`config.mk`:
```
export PLATFORM = sky130hd
export DESIGN_NAME = neurosync
export DESIGN_NICKNAME = d
export VERILOG_FILES = /design/src/rtl/neurosync.sv
export SDC_FILE = /design/constraint.sdc
export NUM_CORES = 1
export LEC_CHECK = 0
export BUFFER_PORTS_ARGS = -buffer_cell sky130_fd_sc_hd__buf_2
export CORE_MARGIN = 2
export CORE_UTILIZATION = 63
export CTS_BUF_LIST = sky130_fd_sc_hd__clkbuf_16
export DETAILED_ROUTE_END_ITERATION = 12
export PLACE_DENSITY = 0.87
export SYNTH_ARGS = -nofsm -noshare
export SYNTH_HDL_FRONTEND = slang
export SYNTH_SLANG_ARGS = --single-unit
```
`constraint.sdc`:
```
create_clock -name clock -period 5.07 [get_ports clock]
set_input_delay 0.2535 -clock clock [delete_from_list [all_inputs] [get_ports clock]]
set_output_delay 0.2535 -clock clock [all_outputs]
set_load 0.05 [all_outputs]
```
`src/rtl/neurosync.sv`:
```
// neurosync: two-symbol-per-round memory game; SHOW plays the round pattern, WAIT times the player's presses.
// Button presses are rising-edge detected on the OR of botoes; HEX digits show round, level, play index and state.
module neurosync #(
  parameter int T_SYM  = 100,
  parameter int T_GAP  = 50,
  parameter int T_OUT0 = 3000,
  parameter int T_OUT1 = 1500
) (
  input  logic       clock,
  input  logic       reset,
  input  logic       jogar,
  input  logic       nivel,
  input  logic       confirma,
  input  logic [3:0] botoes,
  output logic [3:0] leds,
  output logic       pronto,
  output logic       timeout,
  output logic [6:0] HEX0,
  output logic [6:0] HEX1,
  output logic [6:0] HEX2,
  output logic [6:0] HEX3,
  output logic [6:0] HEX4,
  output logic [6:0] HEX5
);

  // State encoding doubles as the HEX4 state code.
  localparam logic [3:0] S_IDLE   = 4'd0;
  localparam logic [3:0] S_CONFIG = 4'd1;
  localparam logic [3:0] S_SHOW   = 4'd2;
  localparam logic [3:0] S_WAIT   = 4'd3;
  localparam logic [3:0] S_CHECK  = 4'd4;
  localparam logic [3:0] S_NEXT   = 4'd5;
  localparam logic [3:0] S_WIN    = 4'd6;
  localparam logic [3:0] S_LOSE   = 4'd7;
  localparam logic [3:0] S_TOUT   = 4'd8;

  localparam logic [15:0] SYM_L  = 16'(T_SYM - 1);
  localparam logic [15:0] GAP_L  = 16'(T_GAP - 1);
  localparam logic [15:0] OUT0_L = 16'(T_OUT0 - 1);
  localparam logic [15:0] OUT1_L = 16'(T_OUT1 - 1);

  logic [3:0]  state;
  logic [4:0]  round;
  logic        idx;
  logic        lvl;
  logic [1:0]  phase;
  logic [15:0] cnt;
  logic [3:0]  last;
  logic [3:0]  pres;
  logic        prev_any;
  logic        press;
  logic [7:0]  pair;
  logic [3:0]  expected;
  logic [4:0]  ones;

  function automatic logic [7:0] rom(input logic [4:0] r);
    case (r)
      5'd1:    rom = 8'h18;
      5'd2:    rom = 8'h42;
      5'd3:    rom = 8'h41;
      5'd4:    rom = 8'h48;
      5'd5:    rom = 8'h14;
      5'd6:    rom = 8'h42;
      5'd7:    rom = 8'h81;
      5'd8:    rom = 8'h18;
      5'd9:    rom = 8'h42;
      5'd10:   rom = 8'h24;
      5'd11:   rom = 8'h14;
      5'd12:   rom = 8'h41;
      5'd13:   rom = 8'h84;
      5'd14:   rom = 8'h48;
      5'd15:   rom = 8'h81;
      5'd16:   rom = 8'h14;
      default: rom = 8'h00;
    endcase
  endfunction

  function automatic logic [6:0] seg(input logic [3:0] d);
    case (d)
      4'd0:    seg = 7'h40;
      4'd1:    seg = 7'h79;
      4'd2:    seg = 7'h24;
      4'd3:    seg = 7'h30;
      4'd4:    seg = 7'h19;
      4'd5:    seg = 7'h12;
      4'd6:    seg = 7'h02;
      4'd7:    seg = 7'h78;
      4'd8:    seg = 7'h00;
      4'd9:    seg = 7'h10;
      default: seg = 7'h7F;
    endcase
  endfunction

  assign pair     = rom(round);
  assign expected = idx ? pair[3:0] : pair[7:4];
  assign press    = (|botoes) & ~prev_any;

  always_ff @(posedge clock or negedge reset) begin
    if (!reset) begin
      state    <= S_IDLE;
      round    <= '0;
      idx      <= 1'b0;
      lvl      <= 1'b0;
      phase    <= '0;
      cnt      <= '0;
      last     <= '0;
      pres     <= '0;
      prev_any <= 1'b0;
    end else begin
      prev_any <= |botoes;
      case (state)
        S_IDLE: if (jogar) begin
          state <= S_CONFIG;
          round <= 5'd1;
          idx   <= 1'b0;
        end
        S_CONFIG: if (confirma) begin
          lvl   <= nivel;
          state <= S_SHOW;
          phase <= '0;
          cnt   <= '0;
          last  <= '0;
        end
        // Phases 0/2 light a symbol, 1/3 are the dark gaps after each.
        S_SHOW: if (cnt == (phase[0] ? GAP_L : SYM_L)) begin
          cnt   <= '0;
          phase <= phase + 2'd1;
          if (phase == 2'd3) begin
            state <= S_WAIT;
            idx   <= 1'b0;
          end
        end else begin
          cnt <= cnt + 16'd1;
        end
        // A repeat of the last accepted value is ignored and the timer keeps running.
        S_WAIT: if (press && botoes != last) begin
          pres  <= botoes;
          last  <= botoes;
          state <= S_CHECK;
        end else if (cnt == (lvl ? OUT1_L : OUT0_L)) begin
          state <= S_TOUT;
        end else begin
          cnt <= cnt + 16'd1;
        end
        S_CHECK: if (pres != expected) begin
          state <= S_LOSE;
        end else if (!idx) begin
          idx   <= 1'b1;
          cnt   <= '0;
          state <= S_WAIT;
        end else begin
          state <= S_NEXT;
        end
        S_NEXT: if (round == 5'd16) begin
          state <= S_WIN;
        end else begin
          round <= round + 5'd1;
          last  <= '0;
          cnt   <= '0;
          phase <= '0;
          state <= S_SHOW;
        end
        S_WIN, S_LOSE, S_TOUT: if (jogar) begin
          state <= S_CONFIG;
          round <= 5'd1;
          idx   <= 1'b0;
          cnt   <= '0;
        end
        default: state <= S_IDLE;
      endcase
    end
  end

  always_comb begin
    leds = '0;
    if (state == S_SHOW) begin
      if (phase == 2'd0) leds = pair[7:4];
      else if (phase == 2'd2) leds = pair[3:0];
    end else if (state == S_WAIT) begin
      leds = botoes;
    end
  end

  assign pronto  = (state == S_WIN) || (state == S_LOSE) || (state == S_TOUT);
  assign timeout = (state == S_TOUT);

  assign ones = (round >= 5'd10) ? round - 5'd10 : round;
  assign HEX0 = seg(ones[3:0]);
  assign HEX1 = seg({3'b000, round >= 5'd10});
  assign HEX2 = seg({3'b000, lvl});
  assign HEX3 = seg({3'b000, idx});
  assign HEX4 = seg(state);
  assign HEX5 = 7'h7F;

endmodule

```
# == Word level (Yosys, flattened, before mapping) ==
# Memory sizes are Yosys's and may differ from the RTL's.
# Cells that the tools add are included.
# word_totals
wordCells,116
memories,3
ff_bits,38
rom_bits,480
# memory_table
memory,depth,width,rd,rd_ports_with_merged_regs,wr,line,source
(no name shown),32,8,1,0,0,57,case (r)
(no name shown),16,7,1,0,0,79,case (d)
(no name shown),16,7,1,0,0,79,
# op_classes
addsub,4
n_mux,46
n_eq_ne,27
n_reduce_logical,21
bitwise,5
magnitude_cmp,1
# ops
op,count
16-bit two-way mux,8
16-bit one-hot mux with 6 select lines,1
4-bit two-way mux,15
7-bit one-hot mux with 2 select lines,3
4-bit one-hot mux with 6 select lines,1
"2-bit inequality test, second input constant",10
"16-bit by 1-bit adder with 16-bit output, second input constant",1
16-bit by 12-bit == test with 1-bit output,1
16-bit by 7-bit == test with 1-bit output,1
"4-bit by 3-bit == test with 1-bit output, second input constant",4
12-bit two-way mux,1
4-bit one-hot mux with 3 select lines,1
5-bit two-way mux,2
5-bit one-hot mux with 2 select lines,1
5-bit AND reduction,2
3-bit two-way mux,3
3-bit nonzero test,3
"4-bit by 2-bit == test with 1-bit output, second input constant",2
4-bit inequality test,2
4-bit AND reduction,2
8-bit AND reduction,1
4-bit OR reduction,2
7-bit two-way mux,1
2-bit two-way mux,3
other kinds (24),33

# == Longest topological paths before layout ==
# logic_depth
word_depth,5
ltp_mapped,12
mapped_depth_nobuf,11

# == Worst setup path after synthesis ==
# OpenSTA, ideal clock, no wires.
# synth_timing
kind,flip-flop to output port
startpoint,reg round[2]
endpoint,out HEX0[4]
setup_slack_ns,1.620
arrival_time_ns,3.197
stages_incl_launch_ff,10
n_path_buf,2
cell_sequence,dfrtp_1 -> buf_2 -> buf_2 -> inv_1 -> ha_1 -> o21ai_0 -> a21oi_1 -> mux2i_1 -> mux2_2 -> a21oi_1
# synth_between
elab_chain_cells,3
# synth_rtl
element,line,source
start: declaration,43,logic [4:0] round;
start signal: assignment,157,round <= round + 5'd1;
4-bit subtractor / 5-bit by 4-bit greater-or-equal comparator with 1-bit output (equally long branches),187,assign ones = (round >= 5'd10) ? round - 5'd10 : round;
4-bit two-way mux (*),187,
memory read 16 x 7 bit (*),--,
end: declaration,18,"output logic [6:0] HEX0,"
# Mark *: on every way between the ends. The rest lies on a longest branch, timed or not.

# == Final worst setup path ==
# layout_timing
startpoint,reg round[0]
endpoint,out HEX0[4]
# The elaborated chain is that of the path after synthesis.

==> summary.txt <==
Final layout
  – Area Growth Syn to Fin: 5.12%
  – Layout cells sized above 1: between 10% and 20%
  – Ant. Diodes: 0
  – Footprint of the multi-input gates: 0.00242 sq mm
  – Reg area: roughly 950 sq um
  – Layout Cells excl Fill: ~540
  – Filler cell count: 450
  – Total Nets Final: 498

Critical path
  – Ordered cell list for the critical path: inv_1 -> ha_1 -> inv_1 -> o21ai_0 -> a21oi_1 -> mux2i_1 -> mux2_2 -> a21oi_1 -> buf_2
  – R2R setup slack: 1740 ps
  – Crit-path leading delay family: multiplexers
  – Buf+Inv Stages, Crit Path: 3
  – CP max-delay cell: mux2i_1
  – Worst Path Required: 4820 ps
  – CP Max Fanout: 11
  – WS Path Type: reg -> out
  – Crit. End Element: primary output
  – Startpoint types: flip-flop
  – Largest stage delay on the critical path: 820 ps
  – CP arrival: 3450 ps

GRT
  – Largest net degree at the start of global routing: 39
  – Vias in the first global route: 3,008
  – Initial antenna violation count: 0
  – Global Route Usage Sum: roughly 28%
  – Total grt overflow: 0
  – Global-route wire length before repair: roughly 14 mm

Drt
  – DR WL/cell: 16.1 um
  – # DRC: 0
  – Pre-antenna DRT Iters: 5
  – Vias per cell: roughly 6.4
  – Post-Route WL: 8.69 mm
  – Antenna-violating nets left: 0
  – 1st-iter DRT viols: 237
  – Via Count: 3,440

Clock tree
  – CTS root buffer: clkbuf_16
  – H-tree Lvls: 2
  – Setup bufs post-CTS: 0
  – TritonCTS Buffers: 5
  – CTS tree: done
  – Number of gates resized after CTS: 0
  – Max Root-Sink Buffers: 2
  – Clk sink count: 38
  – CTS Hold Buffers Added: 0
  – Clk_lat worst skew: around 290 ps
  – Clock transition at path regs: ~50 ps

Floorplanning
  – Initial Util: 66.2%
  – FP Rows: 27
  – Chip Height: 80.5 um
  – IO Pins: 57
  – Die ar.: 0.00648 sq mm
  – Chip Width: between 80 and 90 um
  – Core box area: 0.00557 sq mm

Synth
  – Mapped Avg Cell Area: 8.22 sq um
  – Synth Warn #: 0
  – Post-Synthesis Cells: 449
  – FFs w/ async S/R, synth: 100%
  – Number of synthesized flops with an enable pin: 0
  – Netlist cell types: 72
  – Synth Register Bits: 38
  – Syn Std Cell Area: 0.00369 sq mm
  – Synth Flop Type: dfrtp_1
  – Sequential cell area fraction in the yosys report: 25.8%

Worst hold path
  – Hold WC Path Type: in -> async

Pwr
  – Maximum VDD drop: 0.000697 V
  – Tot Pwr: 2.57 mW
  – Pwr dens: 663 mW/mm^2
  – Leakage Power: 1.66 nW

STA
  – Final period util: 73.0%
  – Hold Slack: 70.2 ps
  – Final Setup Violations: 0
  – RSZ-0062 raised after global routing: no
  – Hold Violations, Final: 0
  – Clk_skew: about 5.1 ps
  – TNS Setup: 0 ps
  – Min Tclk post-route: 3700 ps
  – FMAX: 270 MHz
  – Slew margin rel.: 22.0%
  – Slew @ Worst Pin: 1160 ps
  – Fin. max-slew vios: 0

Status
  – Outcome: finished clean

Placement
  – Post-DP HPWL: 6.23 mm
  – Routability cong.: 0.895
  – Placed cells: 531
  – I/O Buffers: 40

Run
  – MaxCap Viol Count: 0
-- metrics by stage --
stage	instance area, sq um	worst slack, ps	utilization [%]
after global routing	3880	1080	69.6
final	3880	1370	69.6
after CTS	3880	1380	69.6
after floorplan	3740	1620	-
after global placement	3740	1870	67.0
after detailed placement	3740	1670	67.0
-- path summary, 6_finish.rpt --
path                                from        to  cells past startpoint
worst max register to register  round[0]   cnt[15]                      9
worst min register to register   pres[1]   pres[1]                      1
max in group asynchronous          reset  round[3]                      1
min in group clock                 nivel       lvl                      2
worst max-delay path            round[0]   HEX0[4]                      9
worst min-delay path               reset  state[3]                      1
-- Yosys cell counts (7+ instances only) --
cell type   n  area share [%]
nor3_1      9             1.2
buf_4      28             5.7
nand2_1    46             4.7
a32o_1     16             4.3
nor2_1     23             2.3
nand3_1    21             2.8
dfrtp_1    38              26
o21ai_0    42             5.7
clkbuf_1    9            0.92
nor2b_1     7             1.2
inv_1      17             1.7
ha_1       23             7.8
mux2i_1     9             2.4
a21oi_1    24             3.3
nand2b_1   21             3.6
-- cells by family (layout without fill, tap and decap cells) --
kind of cell | after synthesis | after routing | synth area share [%]
xor+xnor | 6 | 6 | 1.42
other cells | 2 | 16 | 0.204
fa+ha+maj | 23 | 23 | 7.80
mux | 17 | 17 | 4.99
simple gates | 174 | 174 | 26.3
buf+inv | 62 | 66 | 9.94
compound gates | 127 | 127 | 23.6
flops | 38 | 38 | 25.8
-- state kept, by name (all words and copies together) (netlist names) --
signal    cells
cnt          16
round         5
last          4
pres          4
state         4
phase         2
idx           1
lvl           1
prev_any      1
-- layout by cell type (no fill, tap or decap), types with 3 or more instances in the layout --
cell	instances
mux2i_1	9
or2_2	4
a22oi_1	5
nand3_1	21
clkbuf_16	5
nand4_1	3
o22ai_1	4
nand2_1	46
inv_1	17
xor2_1	4
nand2b_1	21
and2_1	6
buf_2	40
o31ai_1	5
a21oi_1	24
o21ai_0	42
nor4bb_1	4
dfrtp_1	38
nor2b_1	7
o22a_1	3
conb_1	16
ha_1	23
nor3b_1	4
nor2_1	23
mux2_2	6
a32o_1	16
nor4_1	3
nand3b_1	3
nor3_1	9
-- routing by layer --
metal,vias up,part of all wire [%],global-route usage (%)
met4,0,1.1,7.63
met3,14,7.1,5.17
li1,1643,-,-
met1,1633,44,38.5
met5,-,0,0
met2,150,48,44.5
-- power breakdown --
group	total [mW]	internal, mW	switching [mW]
combinational	1.77	0.494	1.27
sequential	0.500	0.371	0.129
clock	0.302	0.179	0.123
-- layout make-up --
cell class / count / area share [%]
repair buffers: 41 / 5.36
flip-flops and latches: 38 / 24.5
well taps: 72 / 2.32
clock buffers: 5 / 3.23
multi-input cells: 363 / 62.5
inverters: 17 / 1.65
clock inverters: 3 / 0.419
(Power assumes the default switching activity.)
